===== config.mk =====
export PLATFORM = sky130hd
export DESIGN_NAME = turbo_frame_ctrl_flat
export DESIGN_NICKNAME = d
export VERILOG_FILES = /design/src/rtl/turbo_pkg.sv /design/src/rtl/turbo_frame_ctrl_if.sv /design/src/rtl/turbo_seq_cnt.sv /design/src/rtl/turbo_frame_ctrl.sv /design/src/flat_wrapper.sv
export SDC_FILE = /design/constraint.sdc
export NUM_CORES = 1
export LEC_CHECK = 0
export CAP_MARGIN = 40
export CORE_MARGIN = 2
export CORE_UTILIZATION = 44
export CTS_CLUSTER_DIAMETER = 30
export CTS_CLUSTER_SIZE = 16
export DETAILED_ROUTE_END_ITERATION = 8
export GPL_TIMING_DRIVEN = 0
export MAX_ROUTING_LAYER = met4
export PLACE_DENSITY_LB_ADDON = 0.05
export SYNTH_ARGS = -nofsm -noshare
export SYNTH_HDL_FRONTEND = slang
export SYNTH_HIERARCHICAL = 1
export SYNTH_SLANG_ARGS = --single-unit

===== constraint.sdc =====
create_clock -name clk -period 2.3 [get_ports clk]
set_input_delay 0.345 -clock clk [delete_from_list [all_inputs] [get_ports clk]]
set_output_delay 0.345 -clock clk [all_outputs]
set_load 0.05 [all_outputs]

===== src/rtl/turbo_pkg.sv =====
// Shared definitions for the turbo encoder frame path: default frame geometry
// and the frame sequencer state encoding.
package turbo_pkg;

  localparam int unsigned K_LEN_DEF    = 16;
  localparam int unsigned TAIL_LEN_DEF = 3;
  localparam int unsigned AW_DEF       = 4;

  typedef enum logic [2:0] {
    S_IDLE  = 3'd0,
    S_LOAD  = 3'd1,
    S_ENC   = 3'd2,
    S_TAIL  = 3'd3,
    S_DRAIN = 3'd4,
    S_DONE  = 3'd5
  } tfc_state_t;

endpackage


===== src/rtl/turbo_frame_ctrl_if.sv =====
// Handshake/bus bundle between the frame sequencer and its neighbours.
// PUNCT_BYPASS_EN adds the rate_third select line.
interface turbo_frame_ctrl_if #(
  parameter int unsigned AW = 4
) ();

  logic          frame_req;
  logic          frame_ack;
  logic          abort;
  logic          din_valid;
  logic          din_ready;
  logic          ram_we;
  logic [AW-1:0] ram_waddr;
  logic          ram_re;
  logic [AW-1:0] ram_raddr;
  logic          enc_clr;
  logic          enc_en;
  logic          tail_en;
  logic          punct_start;
  logic          punct_over;
  logic          frame_done;
  logic          busy;
`ifdef PUNCT_BYPASS_EN
  logic          rate_third;
`endif

  // Sequencer side
  modport slave (
`ifdef PUNCT_BYPASS_EN
    input  rate_third,
`endif
    input  frame_req, abort, din_valid, punct_over,
    output frame_ack, din_ready, ram_we, ram_waddr, ram_re, ram_raddr,
           enc_clr, enc_en, tail_en, punct_start, frame_done, busy
  );

  // Frame source / datapath side
  modport master (
`ifdef PUNCT_BYPASS_EN
    output rate_third,
`endif
    output frame_req, abort, din_valid, punct_over,
    input  frame_ack, din_ready, ram_we, ram_waddr, ram_re, ram_raddr,
           enc_clr, enc_en, tail_en, punct_start, frame_done, busy
  );

endinterface


===== src/rtl/turbo_seq_cnt.sv =====
// Loadable up-counter with clear, enable and terminal-count flag; saturates at TERM.
module turbo_seq_cnt #(
  parameter int unsigned W    = 4,
  parameter int unsigned TERM = 15
) (
  input  logic         clk,
  input  logic         rst_n,
  input  logic         clr,
  input  logic         load,
  input  logic [W-1:0] load_val,
  input  logic         en,
  output logic [W-1:0] cnt,
  output logic         tc
);

  assign tc = (cnt == W'(TERM));

  always_ff @(posedge clk or negedge rst_n) begin
    if (!rst_n) begin
      cnt <= '0;
    end else if (clr) begin
      cnt <= '0;
    end else if (load) begin
      cnt <= load_val;
    end else if (en && !tc) begin
      cnt <= cnt + 1'b1;
    end
  end

endmodule


===== src/rtl/turbo_frame_ctrl.sv =====
// Turbo encoder frame sequencer: load K_LEN bits, encode, terminate, wait for puncturing.
// Optional PUNCT_BYPASS_EN: rate_third (sampled at frame_ack) skips the puncture unit.
module turbo_frame_ctrl
  import turbo_pkg::*;
#(
  parameter int unsigned K_LEN    = K_LEN_DEF,
  parameter int unsigned TAIL_LEN = TAIL_LEN_DEF,
  parameter int unsigned AW       = AW_DEF
) (
  input logic              clk,
  input logic              rst_n,
  turbo_frame_ctrl_if.slave bus
);

  localparam logic [1:0] TAIL_LAST = 2'(TAIL_LEN - 1);

  tfc_state_t    state_q, state_d;
  logic          re_d_q;
  logic [1:0]    tail_cnt_q;
  logic          bypass_q;
  logic [AW-1:0] cnt;
  logic          cnt_tc, cnt_clr, cnt_en;

  logic ack, rdy, we, re, eclr, ten, pstart, done;

  turbo_seq_cnt #(
    .W    (AW),
    .TERM (K_LEN - 1)
  ) u_cnt (
    .clk      (clk),
    .rst_n    (rst_n),
    .clr      (cnt_clr),
    .load     (1'b0),
    .load_val ('0),
    .en       (cnt_en),
    .cnt      (cnt),
    .tc       (cnt_tc)
  );

  always_comb begin
    state_d = state_q;
    ack     = 1'b0;
    rdy     = 1'b0;
    we      = 1'b0;
    re      = 1'b0;
    eclr    = 1'b0;
    ten     = 1'b0;
    pstart  = 1'b0;
    done    = 1'b0;
    cnt_clr = 1'b0;
    cnt_en  = 1'b0;
    unique case (state_q)
      S_IDLE: begin
        if (bus.frame_req) begin
          state_d = S_LOAD;
          ack     = 1'b1;
        end
      end
      S_LOAD: begin
        rdy = 1'b1;
        if (bus.din_valid) begin
          we     = 1'b1;
          cnt_en = 1'b1;
          if (cnt_tc) begin
            state_d = S_ENC;
            cnt_clr = 1'b1;
            eclr    = 1'b1;
          end
        end
      end
      S_ENC: begin
        re     = 1'b1;
        cnt_en = 1'b1;
        pstart = re_d_q;
        if (cnt_tc) begin
          state_d = S_TAIL;
          cnt_clr = 1'b1;
        end
      end
      S_TAIL: begin
        // First TAIL cycle still carries the last data bit (re_d_q high)
        pstart = 1'b1;
        ten    = !re_d_q;
        if (ten && tail_cnt_q == TAIL_LAST) state_d = S_DRAIN;
      end
      S_DRAIN: begin
        pstart = 1'b1;
        if (bypass_q || bus.punct_over) state_d = S_DONE;
      end
      S_DONE: begin
        done    = 1'b1;
        state_d = S_IDLE;
      end
      default: state_d = S_IDLE;
    endcase
    if (bypass_q) pstart = 1'b0;
    if (bus.abort) begin
      state_d = S_IDLE;
      cnt_clr = 1'b1;
      cnt_en  = 1'b0;
      ack     = 1'b0;
      we      = 1'b0;
      eclr    = 1'b0;
      done    = 1'b0;
    end
  end

  always_ff @(posedge clk or negedge rst_n) begin
    if (!rst_n) begin
      state_q    <= S_IDLE;
      re_d_q     <= 1'b0;
      tail_cnt_q <= '0;
    end else begin
      state_q <= state_d;
      re_d_q  <= re && !bus.abort;
      if (state_q != S_TAIL || bus.abort) begin
        tail_cnt_q <= '0;
      end else if (ten) begin
        tail_cnt_q <= tail_cnt_q + 2'd1;
      end
    end
  end

`ifdef PUNCT_BYPASS_EN
  always_ff @(posedge clk or negedge rst_n) begin
    if (!rst_n) begin
      bypass_q <= 1'b0;
    end else if (ack) begin
      bypass_q <= bus.rate_third;
    end
  end
`else
  assign bypass_q = 1'b0;
`endif

  assign bus.frame_ack   = ack;
  assign bus.din_ready   = rdy;
  assign bus.ram_we      = we;
  assign bus.ram_waddr   = cnt;
  assign bus.ram_re      = re;
  assign bus.ram_raddr   = cnt;
  assign bus.enc_clr     = eclr;
  assign bus.enc_en      = re_d_q | ten;
  assign bus.tail_en     = ten;
  assign bus.punct_start = pstart;
  assign bus.frame_done  = done;
  assign bus.busy        = (state_q != S_IDLE);

endmodule


===== src/flat_wrapper.sv =====
// flat-port wrapper written by rule: the top's interface ports become plain ports
module turbo_frame_ctrl_flat import turbo_pkg::*;
#(
  parameter int unsigned K_LEN    = K_LEN_DEF,
  parameter int unsigned TAIL_LEN = TAIL_LEN_DEF,
  parameter int unsigned AW       = AW_DEF
)
  (clk, rst_n, bus_frame_req, bus_abort, bus_din_valid, bus_punct_over, bus_frame_ack, bus_din_ready, bus_ram_we, bus_ram_waddr, bus_ram_re, bus_ram_raddr, bus_enc_clr, bus_enc_en, bus_tail_en, bus_punct_start, bus_frame_done, bus_busy);
  turbo_frame_ctrl_if #(.AW(AW)) bus_i ();
  input logic clk;
  input logic rst_n;
  input wire logic [$bits(bus_i.frame_req)-1:0] bus_frame_req;
  input wire logic [$bits(bus_i.abort)-1:0] bus_abort;
  input wire logic [$bits(bus_i.din_valid)-1:0] bus_din_valid;
  input wire logic [$bits(bus_i.punct_over)-1:0] bus_punct_over;
  output wire logic [$bits(bus_i.frame_ack)-1:0] bus_frame_ack;
  output wire logic [$bits(bus_i.din_ready)-1:0] bus_din_ready;
  output wire logic [$bits(bus_i.ram_we)-1:0] bus_ram_we;
  output wire logic [$bits(bus_i.ram_waddr)-1:0] bus_ram_waddr;
  output wire logic [$bits(bus_i.ram_re)-1:0] bus_ram_re;
  output wire logic [$bits(bus_i.ram_raddr)-1:0] bus_ram_raddr;
  output wire logic [$bits(bus_i.enc_clr)-1:0] bus_enc_clr;
  output wire logic [$bits(bus_i.enc_en)-1:0] bus_enc_en;
  output wire logic [$bits(bus_i.tail_en)-1:0] bus_tail_en;
  output wire logic [$bits(bus_i.punct_start)-1:0] bus_punct_start;
  output wire logic [$bits(bus_i.frame_done)-1:0] bus_frame_done;
  output wire logic [$bits(bus_i.busy)-1:0] bus_busy;
  assign bus_i.frame_req = bus_frame_req;
  assign bus_i.abort = bus_abort;
  assign bus_i.din_valid = bus_din_valid;
  assign bus_i.punct_over = bus_punct_over;
  assign bus_frame_ack = bus_i.frame_ack;
  assign bus_din_ready = bus_i.din_ready;
  assign bus_ram_we = bus_i.ram_we;
  assign bus_ram_waddr = bus_i.ram_waddr;
  assign bus_ram_re = bus_i.ram_re;
  assign bus_ram_raddr = bus_i.ram_raddr;
  assign bus_enc_clr = bus_i.enc_clr;
  assign bus_enc_en = bus_i.enc_en;
  assign bus_tail_en = bus_i.tail_en;
  assign bus_punct_start = bus_i.punct_start;
  assign bus_frame_done = bus_i.frame_done;
  assign bus_busy = bus_i.busy;
  turbo_frame_ctrl #(.K_LEN(K_LEN), .TAIL_LEN(TAIL_LEN), .AW(AW)) u_core (.clk(clk), .rst_n(rst_n), .bus(bus_i));
endmodule

==> After elaboration in Yosys (flattened, before gate mapping) <==
Cells that the tools add are included.
{ "word_totals": {"register_bits": 10, "in_bits": 6, "output_inout_bits": 18, "word_cells": 66} }
{ "classes": {"n_addsub": 2, "n_eq_ne": 14, "muxes": 32, "bitwise_logic": 1, "reduce_logical": 13} }
{ "op_table": {"columns": ["operator", "n"], "rows": [
  ["2-to-1 mux 3 bit", 7],
  ["2-to-1 mux 1 bit", 17],
  ["inequality test 3 bit (second input constant)", 5],
  ["one-hot mux 3 bit (5 select lines)", 1],
  ["2-to-1 mux 4 bit", 2],
  ["equality test 3 x 2 -> 1 bit (second input constant)", 2],
  ["equality test 3 bit (second input constant)", 2],
  ["inequality test 3 x 2 -> 1 bit (second input constant)", 2],
  ["one-hot mux 1 bit (2 select lines)", 3],
  ["AND reduction 6 bit", 1],
  ["adder 4 x 1 -> 4 bit (second input constant)", 1],
  ["equality test 4 bit (second input constant)", 1],
  ["2-to-1 mux 2 bit", 2],
  ["nonzero test 2 bit", 2],
  ["equality test 3 x 1 -> 1 bit (second input constant)", 1],
  ["logical AND 1 bit", 3],
  ["logical NOT 1 bit", 3],
  ["logical NOT 3 bit", 1],
  ["nonzero test 3 bit", 1],
  ["adder 2 x 1 -> 2 bit (second input constant)", 1],
  ["equality test 2 bit (second input constant)", 1],
  ["OR reduction 2 bit", 1],
  ["logical OR 1 bit", 1],
  ["OR 1 bit", 1]
]} }

==> Logic depth before layout (Yosys ltp) <==
Gate-level depths: netlist of the first run.
{ "depth": {"word_depth": 6, "mapped_depth": 7, "ltp_nobuf": 6} }

==> Modules after synthesis <==
The synthesis of the first run kept the hierarchy.
{ "modules_own_cells": {"columns": ["module", "instances", "cells_each", "area_per_inst_um2", "seq_area_each_um2"], "rows": [
  ["turbo_frame_ctrl", 1, 63, 490.5, 150.1],
  ["turbo_seq_cnt", 1, 26, 242.7, 100.1]
]} }

==> Least setup slack after synthesis of the first run <==
Ideal clock, no wire load.
{ "synth_timing": {"path_type": "register to output", "from": "register u_core.u_cnt.cnt[0]", "to": "output bus_enc_clr", "t_arrival_ns": 1.660, "t_required_ns": 1.955, "path_slack_ns": 0.295, "stages_incl_launch_ff": 4, "n_path_buf": 0, "path_cell_list": "dfrtp_1 -> ha_1 -> and3_4 -> and4_1"} }
{ "synth_between": {"elab_chain_len": 5} }
{ "synth_rtl": {"columns": ["item", "line", "text"], "rows": [
  ["start, declared", "turbo_seq_cnt.sv:12", "output logic [W-1:0] cnt,"],
  ["start signal, assigned", "turbo_seq_cnt.sv:24", "cnt <= load_val;"],
  ["start signal, assigned", "turbo_seq_cnt.sv:26", "cnt <= cnt + 1'b1;"],
  ["equality test 4 bit", "turbo_seq_cnt.sv:16", "assign tc = (cnt == W'(TERM));"],
  ["named net u_core.cnt_tc", "turbo_frame_ctrl.sv:22", "logic cnt_tc, cnt_clr, cnt_en;"],
  ["2-to-1 mux 1 bit", "turbo_frame_ctrl.sv:64", "if (cnt_tc) begin"],
  ["2-to-1 mux 1 bit", "turbo_frame_ctrl.sv:61", "if (bus.din_valid) begin"],
  ["2-to-1 mux 1 bit", "turbo_frame_ctrl.sv:52", "unique case (state_q)"],
  ["2-to-1 mux 1 bit", "turbo_frame_ctrl.sv:97", "if (bus.abort) begin"],
  ["end, declared", "flat_wrapper.sv:22", "output wire logic [$bits(bus_i.enc_clr)-1:0] bus_enc_clr;"]
]} }
The timed path passes the listed nets, and every way through them passes these cells.

==> Worst setup path after layout of the first run <==
{ "layout_timing": {"from": "register u_core.state_q[1]", "to": "output bus_frame_done"} }
{ "layout_between": {"elab_chain_len": 3} }
{ "layout_rtl": {"columns": ["item", "line", "text"], "rows": [
  ["start, declared", "turbo_frame_ctrl.sv:17", "tfc_state_t state_q, state_d;"],
  ["start signal, assigned", "turbo_frame_ctrl.sv:114", "state_q <= state_d;"],
  ["equality test 3 bit", "turbo_frame_ctrl.sv:52", null],
  ["2-to-1 mux 1 bit", "turbo_frame_ctrl.sv:52", null],
  ["2-to-1 mux 1 bit", "turbo_frame_ctrl.sv:97", null],
  ["end, declared", "flat_wrapper.sv:26", "output wire logic [$bits(bus_i.frame_done)-1:0] bus_frame_done;"]
]} }
Every way passes these cells.

==> results.md, run 1 <==
- Outcome: completed
- Reg clk slew, reported paths: 80 ps
- Sequential-to-total area share from yosys stat: 34.1%
- Slew Viols, Final: 0
- Stages on worst setup path: 4
- Cell row count: 14
- Vias: 726
- Max H-tree Level: 1
- WL final: 1640 um
- Routability Congestion: 0.839
- CP max FO: 10
- Final Skew: 7.80 ps
- Worst reg2reg endpoint: u_core/u_cnt/cnt[0]
- Worst Setup SP: u_core/state_q[1]
- Synth Instances: 89
- Max-Cap Viols: 0
- Fin cells: 139
- Post-route ant nets: 0
- DIE AREA: 2010 um2
- Slew headroom: 65.3%
- N_diodes: 0
- Critical path capture point: bus_frame_done
- Worst hold slack: 400 ps
- Max Fclk: 449 MHz
- Clk_lat worst skew: 270 ps
- Layout cells sized above 1: 14.6%
- Sw Pwr: 0.298 mW
- FF-to-FF Start: u_core/state_q[1]
- Arrival time at the worst endpoint: 1880 ps
- Crit start category: flop
- Clock root buffer: clkbuf_4
- Switching share of power: 42.7%
- Clock Power Share: 23.6%
- Die Span Y: 44.8 um
- 1st-iter DRT viols: 16
- Ports: 24
- Layout Area Growth over Synthesis: 42.0%
- First-pass GRT wire length: 2710 um
- Remaining DRCs: 0
- CTS tree: yes
- Crit path max-delay family: buffers and inverters
- Element type at the critical path end: primary output
- Worst Tran Pin Value: 518 ps
- Postcts setup bufs: 0
- Placed cell area: 1010 um2
- CTS sink cnt: 10
- Crit-path slowest cell: dlygate4sd2_1
- Crit-path max cell delay: 520 ps
- Placed insts: 135
- Number of global-route vias before repair: 603
- Power Density: 671 nW/um2
- Initial antenna violation count: 0
- GRT Residual Overflow: 0
- Largest net degree at the start of global routing: 11
- Port Buffers: 23
- R2r worst-path depth: 7
- RSZ-0062 raised after global routing: no
- Final Hold Fails: 0
- Tcrit/Tclk final: 96.8%
- Initial Utilization: 47.6%
- Power Total: 0.699 mW
- Inserted Clock Buffers: 3
- Synth cell types: 37
- Fin area: 1040 um2
- CTS max path bufs: 2
- Synth warnings: 6
- CP cell instances: clkbuf_8 -> nor2b_1 -> and3_2 -> dlygate4sd2_1
- Core box area: 1540 um2
- Final setup viols: 0
- Min cycle time layout: 2230 ps
- Internal: 0.401 mW
- Vias per cell: 5.22
- Syn Std Cell Area: 733 um2
- Pre-antenna DRT Iters: 4
- Reg2Reg Setup Slack: 200 ps
- Synthesis-stage register bit count: 10
- Layout Nets: 132
- Die Wd: 44.8 um
- Final Util: 67.5%
- HPWL Detailed: 1240 um
- Combinational power share: 47.5%
- Total GRT Usage: 19.4%
- Routed len/inst: 11.8 um
- Hold Path Class: input port to async pin
- Worst vdd ir: 429 uV
- Crit Path Category: flop to primary output
- Buf/Inv on CP: 2
- Worst Path Required: 1960 ps
- Sequential power share: 28.9%
- Leak pwr: 0.526 nW
- Synthesized area per cell: 8.24 um2
-- synth_stat cells, drive strengths merged --
library cell	n	share of area, %
nand3b	1	1.0
nand2b	2	2.0
ha	2	3.4
nand3	2	1.4
or3	2	1.7
a311oi	2	2.4
buf	6	7.2
or2	2	2.0
o21ai	5	3.4
nor4b	1	1.2
nor2b	4	3.4
and3	4	4.3
clkbuf	1	1.9
and2	1	0.85
a31oi	2	1.7
and4	1	1.2
nand4b	1	1.2
conb	1	0.51
nor2	14	7.2
a21o	1	1.2
a2111oi	1	1.2
nand2	7	3.6
dfrtp	10	34
xor2	1	1.2
a21oi	5	3.4
nor3	1	0.68
a32oi	1	1.2
nand4	1	0.85
a21boi	1	1.0
o211ai	1	1.0
inv	5	2.6
-- cell type report --
class | instances | area [um2]
multi-input combinational | 74 | 424
tap | 16 | 20.0
sequential | 10 | 250
fill | 130 | 500
clock buffer | 4 | 36.3
timing repair buffer | 23 | 225
buffer | 7 | 66.3
inverter | 5 | 18.8
-- layout by cell type (no fill, tap or decap), types with 5 or more instances in the layout --
| cell type | n |
|---|---|
| nor2_1 | 14 |
| a21oi_1 | 5 |
| clkdlybuf4s50_1 | 16 |
| conb_1 | 8 |
| inv_1 | 5 |
| dfrtp_1 | 10 |
| nand2_1 | 7 |
-- how the worst min path moves through the flow --
stage	start	to	slack [ps]	depth (start not counted)
after CTS	rst_n	u_core/u_cnt/cnt[3]	410	1
after global routing	rst_n	u_core/u_cnt/cnt[3]	440	1
after floorplan	rst_n	u_core/re_d_q	50	0
after detailed placement	u_core/tail_cnt_q[1]	u_core/tail_cnt_q[1]	520	2
after global placement	u_core/tail_cnt_q[1]	u_core/tail_cnt_q[1]	500	2
final	rst_n	u_core/re_d_q	400	1
-- power groups by stage --
| stage | clock, mW | combinational, mW | sequential [mW] |
|---|---|---|---|
| finish | 0.165 | 0.332 | 0.202 |
| detailed placement | 0 | 0.341 | 0.207 |
| floorplan | 0 | 0.222 | 0.221 |
| global placement | 0 | 0.337 | 0.206 |
| CTS | 0.172 | 0.331 | 0.203 |
| global route | 0.175 | 0.357 | 0.205 |
-- worst register-to-register path: stages (launching register included) --
cell and delay [ps]:
dfrtp_1 390, clkbuf_8 160, nor2b_1 310, a21boi_1 140, nor2_1 280, inv_1 120
or3_1 350, a311oi_1 250
-- cells by family after synthesis --
group                      count (synthesis)  share of synthesized area [%]
other                                      1                          0.511
buffers and inverters                     12                           11.6
xor gates and xnor gates                   1                           1.19
adders and majority gates                  2                           3.41
and+or+nand+nor                           44                           32.6
DFF                                       10                           34.1
AOI/OAI and AO/OA                         19                           16.6
-- metrics by stage --
stage,worst slack [ps],TNS (ps)
6_report,73.0,0
3_5_place_dp,-91.3,-196
3_3_place_gp,-74.4,-124
4_1_cts,17.8,0
2_1_floorplan,295,0
5_1_grt,11.7,0
-- per-layer routing --
layer | vias up | routed length [um] | GRT usage, %
li1 | 370 | - | -
met1 | 322 | 740 | 25.9
met2 | 29 | 767 | 27.5
met3 | 5 | 102 | 6.40
met4 | 0 | 31 | 7.06
met5 | - | 0 | -
-- what timing repair did --
action | in CTS | in global routing
resized for setup | 5 | 4
hold buffers | 0 | 0
setup endpoints to repair | 5 | 3
-- registers in the layout, indices dropped and copies added (netlist names) --
name / flops
u_core/re_d_q: 1
u_core/state_q: 3
u_core/tail_cnt_q: 2
u_core/u_cnt/cnt: 4
Power figures use the tool's default switching activity.
==> inputs of run 2 (changes only) <==
--- a/config.mk
+++ b/config.mk
@@ -13,7 +13,7 @@
 export DETAILED_ROUTE_END_ITERATION = 8
 export GPL_TIMING_DRIVEN = 0
 export MAX_ROUTING_LAYER = met4
-export PLACE_DENSITY_LB_ADDON = 0.05
+export PLACE_DENSITY = 0.77
 export SYNTH_ARGS = -nofsm -noshare
 export SYNTH_HDL_FRONTEND = slang
 export SYNTH_HIERARCHICAL = 1
==> run 2 against run 1 <==
Net effect: final area unchanged; utilization unchanged; largest power group unchanged; total power shrank 1.5%; first-iteration DRC count down 19%; highest routed layer unchanged; sequential cell count did not move.
==> results.md, run 2 (synthesized netlist as in run 1, its figures left out) <==
- Port Buffers: 23 (unchanged)
- Slew Viols, Final: 0 (unchanged)
- WL met2: 890 um (+16%)
- Sw Pwr: 0.288 mW (-3.5%)
- Crit-path max cell delay: 520 ps (about the same)
- Worst vdd ir: 532 uV (+24%)
- DRT met1 WL: 758 um (+2.4%)
- FF-to-FF Start: u_core/state_q[1]
- Sequential power share: 29.5% (+0.6 points)
- Max-Cap Viols: 0 (unchanged)
- CTS sink cnt: 10 (unchanged)
- WL final: 1750 um (+6.8%)
- Internal: 0.401 mW (about the same)
- Remaining DRCs: 0 (unchanged)
- Max Fclk: 458 MHz (+2.1%)
- Vias: 738 (+1.7%)
- Initial antenna violation count: 0 (unchanged)
- Met3 wire length: 92 um (-9.8%)
- Commonest non-fill, non-tap cells in the layout: clkdlybuf4s50_1 (16), nor2_1 (14), dfrtp_1 (10)
- Pre-antenna DRT Iters: 4 (unchanged)
- GRT Residual Overflow: 0 (unchanged)
- CP cell instances: clkbuf_8 -> nor2b_1 -> and3_2 -> dlygate4sd2_1
- Final setup viols: 0 (unchanged)
- Core box area: 1540 um2 (unchanged)
- N_diodes: 0 (unchanged)
- Crit Path Category: flop to primary output
- Routability Congestion: 0.802 (-4.4%)
- Max layer used: met4
- Max H-tree Level: 1 (unchanged)
- Placed insts: 135 (unchanged)
- Hold Path Class: input port to async pin
- Top reg by flops: u_core/u_cnt/cnt
- Tcrit/Tclk final: 94.9% (-2.0 points)
- Worst Path Required: 1960 ps (about the same)
- Routed len/inst: 12.6 um (+6.8%)
- Final Skew: 3.37 ps (-4.44 ps)
- Max reg flops: 4 (unchanged)
- Clock root buffer: clkbuf_4
- CTS tree: yes
- First-pass GRT wire length: 2870 um (+5.9%)
- Worst setup margin: 118 ps (+45.2 ps)
- Setup slack at placement: -44.1 ps (+47.2 ps)
- Clk_lat worst skew: 260 ps (about the same)
- DIE AREA: 2010 um2 (unchanged)
- RSZ-0062 raised after global routing: no
- Switching share of power: 41.8% (-0.87 points)
- Inserted Clock Buffers: 3 (unchanged)
- # hold bufs at CTS: 0 (unchanged)
- Worst Tran Pin Value: 509 ps (-9.75 ps)
- Min cycle time layout: 2180 ps (-45.2 ps)
- CTS max path bufs: 2 (unchanged)
- Post-route ant nets: 0 (unchanged)
- Fin cells: 139 (unchanged)
- Crit start category: flop
- Initial Utilization: 47.6% (unchanged)
- Total GRT Usage: 20.5% (+1.1 points)
- Largest net degree at the start of global routing: 11 (unchanged)
- Ports: 24 (unchanged)
- Commonest non-fill, non-tap cell in the layout: clkdlybuf4s50_1
- HPWL Detailed: 1330 um (+7.1%)
- Combinational power share: 47.8% (+0.3 points)
- Arrival time at the worst endpoint: 1840 ps (-40 ps)
- Power Total: 0.689 mW (-1.5%)
- Fin area: 1040 um2 (unchanged)
- Layout cells sized above 1: 14.6% (unchanged)
- Power Density: 661 nW/um2 (-1.5%)
- Placed cell area: 1010 um2 (unchanged)
- 1st-iter DRT viols: 13 (-3)
- Final Hold Fails: 0 (unchanged)
- Number of global-route vias before repair: 663 (+10%)
- Leak pwr: 0.526 nW (unchanged)
- Element type at the critical path end: primary output
- Cell row count: 14 (unchanged)
- Reg clk slew, reported paths: 70 ps (about the same)
- Setup TNS: 0 ps (unchanged)
- Layout Area Growth over Synthesis: 42.0% (unchanged)
- Buf/Inv on CP: 2 (unchanged)
- Crit path max-delay family: buffers and inverters
- Die Span Y: 44.8 um (unchanged)
- Clock Power Share: 22.7% (-0.9 points)
- Worst Setup SP: u_core/state_q[1]
- Slew headroom: 66.0% (+0.70 points)
- Layout Nets: 132 (unchanged)
- Vias per cell: 5.31 (+1.7%)
- Largest regs: u_core/u_cnt/cnt (4), u_core/state_q (3), u_core/tail_cnt_q (2)
- Crit-path slowest cell: dlygate4sd2_1
- Die Wd: 44.8 um (unchanged)
- Outcome: completed
- CP max FO: 10 (unchanged)
-- run 2: metal layers --
layer  global-route usage (%)  up-vias
li1                         -      366
met1                     24.6      347
met2                     32.5       23
met3                     6.40        2
met4                     7.65        0
met5                        -        -
-- run 2: final cells by class --
cell class              count  area [um2]
clock buffers               4        36.3
inverters                   5        18.8
fillers                   143         500
plain buffers               7        66.3
repair buffers             23         225
multi-input cells          74         424
well taps                  16        20.0
flip-flops and latches     10         250
-- run 2: worst paths after layout --
kind | to | slack, ps | cells past startpoint
worst max register to register | u_core/u_cnt/cnt[0] | 200 | 7
max in group asynchronous | u_core/u_cnt/cnt[0] | 1540 | 1
min in group clk | u_core/tail_cnt_q[0] | 540 | 2
worst min-delay path | u_core/state_q[2] | 420 | 1
worst min register to register | u_core/tail_cnt_q[0] | 540 | 2
worst max-delay path | bus_frame_done | 120 | 4
-- run 2: metrics by stage --
step / util [%] / hold slack [ps]
floorplan: - / 49.4
global placement: 65.5 / 501
detailed placement: 65.5 / 521
CTS: 67.5 / 422
global route: 67.5 / 445
finish: 67.5 / 419
-- run 2: power groups by stage --
stage	sequential, mW	combinational, mW	clock [mW]
detailed placement	0.206	0.338	0
finish	0.203	0.329	0.157
global placement	0.205	0.338	0
floorplan	0.221	0.222	0
CTS	0.203	0.328	0.165
global route	0.205	0.347	0.177
-- run 2: timing repair --
action	CTS	global route
endpoints found under the setup margin	5	3
setup buffers	0	0
pin swaps	0	0
resized for setup	5	4
